$ cat src/rtl/br_lfsr_checker_sat_counter.sv
// br_lfsr_checker_sat_counter: saturating up-counter where clear beats increment.
module br_lfsr_checker_sat_counter #(
  parameter int W = 16
) (
  input  logic         clk,
  input  logic         rst_n,
  input  logic         clr,
  input  logic         inc,
  output logic [W-1:0] count
);
  logic [W-1:0] count_q, count_d;
  always_comb count_d = clr ? '0 : (inc && !(&count_q)) ? count_q + 1'b1 : count_q;
  always_ff @(posedge clk or negedge rst_n)
    if (!rst_n) count_q <= '0;
    else count_q <= count_d;
  assign count = count_q;
endmodule

$ cat config.mk
export PLATFORM = sky130hd
export DESIGN_NAME = br_lfsr_checker_sat_counter
export DESIGN_NICKNAME = d
export VERILOG_FILES = /design/src/rtl/br_lfsr_checker_sat_counter.sv
export SDC_FILE = /design/constraint.sdc
export NUM_CORES = 1
export LEC_CHECK = 0
export BUFFER_PORTS_ARGS = -buffer_cell sky130_fd_sc_hd__buf_2
export CORE_MARGIN = 3
export CORE_UTILIZATION = 53
export DETAILED_ROUTE_END_ITERATION = 8
export GPL_TIMING_DRIVEN = 1
export HOLD_SLACK_MARGIN = 0.06
export PLACE_DENSITY = 0.86
export SLEW_MARGIN = 20
export SYNTH_ARGS = -nofsm -noshare
export SYNTH_HDL_FRONTEND = slang
export SYNTH_SLANG_ARGS = --single-unit
$ cat constraint.sdc
create_clock -name clk -period 2.8 [get_ports clk]
set_clock_uncertainty 0.05 [all_clocks]
set_input_delay 0.28 -clock clk [delete_from_list [all_inputs] [get_ports clk]]
set_output_delay 0.28 -clock clk [all_outputs]
set_load 0.01 [all_outputs]
## Yosys cells after proc, flatten, opt, wreduce, memory -nomap -nowiden

Index checks and enable logic that the tools add are counted.
W data, S select, Z words.

- Flip-flop bits (word level): 16
- Latch bits: 0
- Bits in writable memories: 0
- Bits in read-only memories: 0
- Bits of input ports: 4
- Output and inout bits: 16
- Word-level logic and storage cells: 8
- Memories: 0

- $add $sub $neg: 1
- Multiply operators: 0
- Div/mod/pow operators: 0
- Order comparisons: 0
- Eq/ne operators: 0
- Shift operators: 0
- Multiplexer cells: 2
- Bitwise gates (word level): 0
- Reductions and logical operators: 4

Operators with widths:

| operator | number |
|---|---|
| $mux W16 | 2 |
| $add A16 B1 Y16 const B | 1 |
| $reduce_and A16 Y1 | 1 |
| $reduce_bool A2 Y1 | 1 |
| $logic_and A1 B1 Y1 | 1 |
| $logic_not A1 Y1 | 1 |

## Depth between registers and ports, before layout

Gate-level depths: netlist (run 1).

- Depth after elaboration: 5
- Mapped depth: 5

## Worst setup path before layout (run 1)

Ideal clock, no wire load.

- Path kind: register -> register
- Start: register count_q[0] (netlist: count[0])
- End: register count_q[11] (netlist: count[11])
- Library setup time: 0.078 ns
- Arrival time: 1.551 ns
- Required time: 2.672 ns
- Setup slack: 1.121 ns
- Stages on the path, launching flop included: 6
- Buffers on the path: 0
- Period minus slack after synthesis: 1.679 ns
- Cells stage by stage: dfrtp_1 ha_1 nand4_1 nor3_1 or4_1 a21oi_1

- Word-level cells in the longest chain between the ends: 4
- Elaborated cells on any way between the ends: 7
- Classes of those cells: 1 x add/sub; 2 x mux; 4 x reduce/logical

RTL lines:

| element | line | source |
|---|---|---|
| start, declared | 11 | `logic [W-1:0] count_q, count_d;` |
| start signal, assigned | 15 | `else count_q <= count_d;` |
| parallel branches: the longest is 4 deep, another holds $add A16 B1 Y16 | n/a |  |

Parallel ways; which one is timed is not known. The select of a mux whose other input is x is not followed.
A chain may end at the register's enable or synchronous reset.

## Worst setup path in the final report (run 1)

- Start: register count_q[0] (netlist: count[0])
- End: register count_q[7] (netlist: count[7])

Same word-level chain as after synthesis.

==> results of run 1 <==
cell type report:
class / instances / area share [%]
Inverter: 4 / 1.317
Timing Repair Buffer: 20 / 9.221
Sequential cell: 16 / 35.13
Clock buffer: 3 / 1.976
Multi-Input combinational cell: 84 / 49.62
Tap cell: 25 / 2.744
power by group through the flow:
stage | registers (uW) | clock network [uW] | logic (uW)
floorplan | 254 | 0 | 27.9
global placement | 252 | 0 | 50.9
detailed placement | 253 | 0 | 52.1
CTS | 249 | 122 | 53.5
global route | 251 | 135 | 61.4
finish | 249 | 123 | 53.0
kinds of logic (layout without fill, tap and decap cells):
group / count (synthesis) / count (layout)
flip-flops: 16 / 16
AO/OA/AOI/OAI: 24 / 24
adder cells (fa/ha/maj): 1 / 1
AND/OR/NAND/NOR: 53 / 53
multiplexers: 6 / 6
buffers and inverters: 8 / 27
worst max-delay path by stage:
stage	start	to	depth (start not counted)
final	count[0]	count[7]	5
after global routing	count[7]	count[4]	4
after CTS	count[7]	count[4]	4
after detailed placement	count[10]	count[4]	4
after global placement	count[7]	count[6]	4
after floorplan	count[0]	count[11]	5
metrics by stage:
step,cells,util [%]
floorplan,108,-
global placement,148,62.77
detailed placement,148,62.77
CTS,152,64.61
global route,152,64.61
finish,152,64.61
layout by cell type, fill, tap and decap left out, types with 2 or more instances in the layout:
master                      n
sky130_fd_sc_hd__mux2i_1    2
sky130_fd_sc_hd__inv_1      4
sky130_fd_sc_hd__nor3b_1    2
sky130_fd_sc_hd__clkbuf_4   3
sky130_fd_sc_hd__mux2_2     4
sky130_fd_sc_hd__a21oi_1   12
sky130_fd_sc_hd__nor2b_1    5
sky130_fd_sc_hd__nor2_1     5
sky130_fd_sc_hd__and4_1     2
sky130_fd_sc_hd__nand3_1    5
sky130_fd_sc_hd__dfrtp_1   16
sky130_fd_sc_hd__or4_1      4
sky130_fd_sc_hd__and3_1     6
sky130_fd_sc_hd__nor4_1     2
sky130_fd_sc_hd__nand2_1    9
sky130_fd_sc_hd__a211oi_1   2
sky130_fd_sc_hd__buf_2     19
sky130_fd_sc_hd__o31ai_1    4
sky130_fd_sc_hd__nor3_1     5
routing by layer:
metal	share of wire [%]	global-route usage (%)	routed length, um	vias to the layer above
met3	6.8	5.136	155	5
met1	41	23.64	936	458
met2	50	33.93	1139	41
li1	-	-	-	450
met4	1.5	10.14	35	0
met5	0	0	0	-
worst max-delay path: cells and delay by family (launching register included):
family | cells | cell delay, ps
fa+ha+maj | 1 | 260
simple gates | 3 | 1040
compound gates | 1 | 70
flops | 1 | 440
==> reports/metrics.csv, run 1 <==
stage,metric,value,unit
sta,final-max-slew-violation-count,0,
layout,final_layout_size_suffix_gt1_share,24.41,%
worst_setup_path,setup.worst_path.class,register to register,
synthesis,synthesis.instances,108,
global_route,globalRouteOverflowTotal,0,
worst_hold_path,worstHoldStart,inc,
routing,drt-total-wl,2.266,mm
synthesis,ys_warn_count,0,
layout,largest_register_ffs,16,
routing,initialDrtViolationCount,48,
synthesis,post_synth_main_area_contributors,"sky130_fd_sc_hd__dfrtp_1 (40%), sky130_fd_sc_hd__a21oi_1 (6.0%), sky130_fd_sc_hd__mux2_2 (4.5%)",
power_and_ir_drop,portion_of_total_power_attributed_to_the_clock_network,28.9,%
synthesis,syn-cell-area,1003,um2
layout,multi_input_combinational_cell_area,565.5,um2
synthesis,avgSynthCellArea,9.291,um2
die,ios,20,
synthesis,ys_dominant_reg_cell,sky130_fd_sc_hd__dfrtp_1,
worst_setup_path,ff_to_ff_setup_slack,820,ps
sta,report.final.hold_viol_count,0,
worst_setup_path,cp_data_arrival_time,2090,ps
worst_setup_path,path_cells,ha_1 > nand4_1 > nor3_1 > or4_1 > a21oi_1,
worst_hold_path,hold_path_end,count[1],
worst_setup_path,worst-path-max-fanout,7,
routing,drt-vias-per-instance,6.276,
sta,timing.setup.tns,0,ps
die,die_area,2451,um2
sta,grt_setup_unrepaired,no,
die,core_area,1764,um2
worst_setup_path,slowest_cell_on_crit_path,sky130_fd_sc_hd__nor3_1,
worst_setup_path,cp_data_required_time,2920,ps
worst_setup_path,start_kind,register,
synthesis,asyncSetResetFlopFracSynth,100.0,%
place,port-buffer-count,19,
synthesis,synth_fa_ha_area_share,1.247,%
power_and_ir_drop,seq_power_share,58.6,%
sta,timing.final.setup_violations,0,
die,placementRows,15,
worst_setup_path,critPathCaptureType,register,
clock_tree,insertion_delay,290,ps
clock_tree,cts_num_sinks,16,
synthesis,synth_top_area_share,39.90,%
layout,final.fill_count,153,
synthesis,post_synthesis_mux_area_share,6.484,%
global_route,wire_length_of_the_first_global_routing_pass,3.877,mm
sta,max_slew.worst_pin.slew,694.7,ps
clock_tree,cts.reportedPaths.clkPinSlew,90,ps
die,die_height,49.51,um
clock_tree,ctsRootBufferMaster,sky130_fd_sc_hd__clkbuf_4,
worst_hold_path,hold-path-cell-count,2,
layout,fin_nets,134,
layout,finish.instance_area,1140,um2
layout,area_growth_syn_to_layout,13.59,%
synthesis,post_synth_xor_area_fraction,0,%
synthesis,post_synthesis_compound_gate_area_fraction,15.34,%
power_and_ir_drop,swShare,27.41,%
power_and_ir_drop,share_comb_of_total_power,12.5,%
clock_tree,count_of_hold_buffers_inserted_by_post_cts_repair,1,
sta,worst_slack,824.9,ps
clock_tree,clk_path_buf_depth,2,
sta,clock.fmax,0.5063,GHz
die,initial_utilization,56.88,%
synthesis,synth.net_count,113,
synthesis,dominant_combinational_cell_family_by_area_after_synthesis,simple AND/OR/NAND/NOR gates,
place,place.detailed.hpwl,1.614,mm
global_route,first_global_vias,918,
sta,timing.max_slew.rel_slack,53.34,%
routing,wl_per_cell,14.91,um
synthesis,ys_seq_elements,16,
status,outcome,"finished, final reports clean",
worst_setup_path,cp_slowest_stage_delay,550,ps
power_and_ir_drop,max-vdd-ir-drop,0.0002788,V
worst_setup_path,timing.reg2reg.worst_path_depth,5,
place,place.gp.congestion,0.8830,
job,maxCapViolCount,0,
global_route,grt_start_max_net_pins,23,
global_route,initial_antenna_violation_count,0,
global_route,grtUsageTotal,20.14,%
worst_hold_path,holdCritPathClass,input pin to register,
place,worst_slack_at_placement,879.7,ps
synthesis,synth_area_leader_cell,sky130_fd_sc_hd__dfrtp_1,
routing,detailroute.via_count,954,
place,detailed_place.area,1107,um2
sta,min_period_over_period,70.54,%
clock_tree,tritoncts.num_buffers,3,
synthesis,yosys-top-cells-count,"sky130_fd_sc_hd__dfrtp_1 (16), sky130_fd_sc_hd__a21oi_1 (12), sky130_fd_sc_hd__nand2_1 (9), sky130_fd_sc_hd__and3_1 (6)",
layout,final-seq-area,400.4,um2
sta,post_route_minimum_period,1975,ps
sta,worst_hold_margin,245.8,ps
clock_tree,cts_tree,built,
routing,detailedRoute.firstPassIterationCount,4,
synthesis,post-synth-top-count-cell,sky130_fd_sc_hd__dfrtp_1,
power_and_ir_drop,power.internal,307.9,uW
layout,num_antenna_cells,0,
clock_tree,clock_tree.htree_level_count,1,
power_and_ir_drop,p_leak,0.0005238,uW
synthesis,synth_cell_types,34,
synthesis,synthSimpleGateAreaFrac,33.29,%
die,die_extent_in_x,49.51,um
synthesis,number_of_enable_flip_flop_cells_after_synthesis,0,
clock_tree,cts.repair_timing.setup_buffer_count,0,
power_and_ir_drop,post-layout-total-power,424.2,uW
power_and_ir_drop,power.switching,116.3,uW
routing,post-route-drc-count,0,
worst_setup_path,worst_r2r_startpoint,count[0],
synthesis,ys_seq_area_share,39.90,%
routing,post_route_antenna_net_violation_count,0,
clock_tree,count_of_cells_resized_by_post_cts_repair,0,
power_and_ir_drop,power_per_cell_area,372.2,nW/um2
worst_setup_path,reg2reg_end,count[7],
Note: power is estimated with default switching activity, not from simulation.
==> run 2, diff against run 1 <==
--- a/config.mk
+++ b/config.mk
@@ -7,11 +7,11 @@
 export LEC_CHECK = 0
 export BUFFER_PORTS_ARGS = -buffer_cell sky130_fd_sc_hd__buf_2
 export CORE_MARGIN = 3
-export CORE_UTILIZATION = 53
+export CORE_UTILIZATION = 48
 export DETAILED_ROUTE_END_ITERATION = 8
 export GPL_TIMING_DRIVEN = 1
 export HOLD_SLACK_MARGIN = 0.06
-export PLACE_DENSITY = 0.86
+export PLACE_DENSITY = 0.83
 export SLEW_MARGIN = 20
 export SYNTH_ARGS = -nofsm -noshare
 export SYNTH_HDL_FRONTEND = slang
==> constraint.sdc (replaced) <==
create_clock -name clk -period 1.6 [get_ports clk]
set_clock_uncertainty 0.05 [all_clocks]
set_input_delay 0.16 -clock clk [delete_from_list [all_inputs] [get_ports clk]]
set_output_delay 0.16 -clock clk [all_outputs]
set_load 0.01 [all_outputs]
==> run 2 against run 1 <==
The flow now finishes with violations (negative setup slack). Critical path type unchanged. Die area up 9.1%. Non-clock buffer count is 28 higher. Highest routed layer unchanged. Sequential cell count stayed put. Utilization increased by 15 points.
==> reports/metrics.csv, run 2 (synthesis gave the netlist of run 1 again) <==
stage,metric,value,unit
die,die_height,51.72,um
routing,detailroute.via_count,1096,
layout,largest_register_ffs,16,
clock_tree,insertion_delay,300,ps
worst_setup_path,cp_slowest_stage_delay,430,ps
power_and_ir_drop,max-vdd-ir-drop,0.0004950,V
worst_setup_path,ff_to_ff_setup_slack,-6,ps
sta,timing.max_slew.rel_slack,74.27,%
routing,drt-total-wl,2.875,mm
power_and_ir_drop,power.internal,581.3,uW
power_and_ir_drop,p_leak,0.0006673,uW
layout,final_layout_size_suffix_gt1_share,51.28,%
power_and_ir_drop,seq_power_share,53.9,%
worst_setup_path,critical-path-top-delay-family,simple AND/OR/NAND/NOR gates,
sta,worst_slack,-6.038,ps
layout,area_growth_syn_to_layout,46.38,%
power_and_ir_drop,power.switching,232.2,uW
worst_setup_path,timing.reg2reg.worst_path_depth,4,
power_and_ir_drop,portion_of_total_power_attributed_to_the_clock_network,28.7,%
die,die_extent_in_x,51.72,um
routing,initialDrtViolationCount,39,
place,place.gp.congestion,0.8225,
die,core_area,1839,um2
clock_tree,clk_path_buf_depth,2,
worst_hold_path,hold_path_end,count[1],
clock_tree,cts_num_sinks,16,
worst_setup_path,critPathCaptureType,register,
worst_setup_path,start_kind,register,
clock_tree,tritoncts.num_buffers,3,
routing,drt-vias-per-instance,6.055,
clock_tree,cts_tree,built,
worst_setup_path,worst_r2r_startpoint,count[8],
worst_setup_path,reg2reg_end,count[11],
place,place.detailed.hpwl,1.916,mm
routing,detailedRoute.firstPassIterationCount,4,
power_and_ir_drop,post-layout-total-power,813.5,uW
worst_setup_path,timing.critical_path.buf_inv,0,
sta,report.final.hold_viol_count,0,
worst_hold_path,worstHoldStart,inc,
place,worst_slack_at_placement,-20.12,ps
global_route,initial_antenna_violation_count,0,
worst_setup_path,cp_data_required_time,1780,ps
clock_tree,ctsRootBufferMaster,sky130_fd_sc_hd__clkbuf_4,
sta,timing.setup.tns,-6.038,ps
worst_setup_path,path_cells,nand3_4 > or3_1 > or4_4 > a21oi_2,
sta,post_route_minimum_period,1606,ps
sta,final-max-slew-violation-count,0,
global_route,wire_length_of_the_first_global_routing_pass,4.236,mm
worst_setup_path,cp_data_arrival_time,1780,ps
place,port-buffer-count,19,
routing,wl_per_cell,15.88,um
power_and_ir_drop,swShare,28.55,%
layout,most-common-layout-cells,"sky130_fd_sc_hd__buf_4 (26), sky130_fd_sc_hd__buf_2 (19), sky130_fd_sc_hd__dfrtp_1 (10)",
worst_setup_path,slowest_cell_on_crit_path,sky130_fd_sc_hd__or4_4,
die,placementRows,15,
layout,layout_commonest_cell,sky130_fd_sc_hd__buf_4,
power_and_ir_drop,share_comb_of_total_power,17.4,%
layout,finish.instance_area,1469,um2
worst_hold_path,holdCritPathClass,input pin to register,
layout,num_antenna_cells,0,
sta,min_period_over_period,100.4,%
clock_tree,cts.reportedPaths.clkPinSlew,100,ps
worst_hold_path,hold-path-cell-count,2,
status,failed_checks,negative setup slack,
place,detailed_place.area,1300,um2
global_route,globalRouteOverflowTotal,0,
worst_setup_path,setup.worst_path.class,register to register,
global_route,first_global_vias,976,
sta,timing.final.setup_violations,1,
routing,post-route-drc-count,0,
sta,max_slew.worst_pin.slew,386.0,ps
die,die_area,2675,um2
power_and_ir_drop,power_per_cell_area,553.8,nW/um2
sta,grt_setup_unrepaired,yes,
global_route,grt_start_max_net_pins,17,
worst_setup_path,worst-path-max-fanout,3,
die,initial_utilization,54.56,%
clock_tree,clock_tree.htree_level_count,1,
routing,post_route_antenna_net_violation_count,0,
layout,final.fill_count,126,
die,ios,20,
job,maxCapViolCount,0,
sta,clock.fmax,0.6227,GHz
status,outcome,"finished, violations left",
layout,fin_nets,162,
global_route,grtUsageTotal,21.74,%
run 2: changes by cell type in the layout (fill, tap and decap cells not counted), moves of 2 or more:
cell	before	now
sky130_fd_sc_hd__a21oi_2	0	4
sky130_fd_sc_hd__buf_4	0	26
sky130_fd_sc_hd__or4_4	0	2
sky130_fd_sc_hd__nand3_1	5	2
sky130_fd_sc_hd__and3_4	0	2
sky130_fd_sc_hd__nor4_2	0	2
sky130_fd_sc_hd__buf_6	0	2
sky130_fd_sc_hd__or4_1	4	2
sky130_fd_sc_hd__nor4_1	2	0
sky130_fd_sc_hd__dfrtp_1	16	10
sky130_fd_sc_hd__dfrtp_2	0	6
sky130_fd_sc_hd__a21oi_1	12	8
sky130_fd_sc_hd__nand3_2	1	3
run 2: power by group through the flow:
stage / clock network [uW] / registers (uW) / logic, uW
after detailed placement: 0 / 443 / 119
after floorplan: 0 / 451 / 52.7
after global routing: 254 / 441 / 157
after global placement: 0 / 441 / 114
after CTS: 237 / 433 / 134
final: 233 / 439 / 142
run 2: repair_timing:
action | in CTS | in global routing
setup buffers | 5 | 2
setup endpoints to repair | 6 | 14
gates cloned | 0 | 0
endpoints found under the hold margin | 16 | 0
resized for setup | 1 | 18
pin swaps | 1 | 6
hold buffers | 1 | 0
run 2: per-layer routing:
| metal | vias up | GRT usage (%) | routed length, um |
|---|---|---|---|
| met4 | 0 | 12.23 | 125 |
| met3 | 13 | 2.865 | 155 |
| met5 | - | 0 | 0 |
| li1 | 513 | - | - |
| met1 | 530 | 26.55 | 1225 |
| met2 | 40 | 36.65 | 1369 |
run 2: cell type report:
| type | count | area (um2) | share of cell area, % |
|---|---|---|---|
| inverter | 4 | 15.01 | 1.022 |
| clock buffer | 4 | 26.28 | 1.789 |
| multi-input combinational | 84 | 665.6 | 45.32 |
| timing repair buffer | 48 | 322.8 | 21.98 |
| sequential | 16 | 407.9 | 27.77 |
| tap | 25 | 31.28 | 2.129 |
run 2: stage by stage:
| stage | util [%] | hold slack [ps] | instances |
|---|---|---|---|
| floorplan | - | -185.6 | 108 |
| global placement | 70.68 | 41.33 | 169 |
| detailed placement | 70.68 | 47.73 | 169 |
| CTS | 74.90 | 123.9 | 179 |
| global route | 79.86 | 157.2 | 181 |
| finish | 79.86 | 134.0 | 181 |
run 2: worst max-delay path by stage:
| stage | from | slack (ps) | to | cells past startpoint |
|---|---|---|---|---|
| 2_1_floorplan | count[8] | 2 | count[1] | 5 |
| 3_3_place_gp | count[14] | 30 | count[12] | 4 |
| 3_5_place_dp | count[1] | -20 | count[11] | 4 |
| 4_1_cts | count[1] | -20 | count[11] | 4 |
| 5_1_grt | count[8] | -100 | count[11] | 4 |
| 6_report | count[8] | -6 | count[11] | 4 |
run 2: worst reg2reg max path: stages, from the launching register on:
cell	delay, ps
sky130_fd_sc_hd__dfrtp_1	410
sky130_fd_sc_hd__nand3_4	110
sky130_fd_sc_hd__or3_1	390
sky130_fd_sc_hd__or4_4	430
sky130_fd_sc_hd__a21oi_2	150
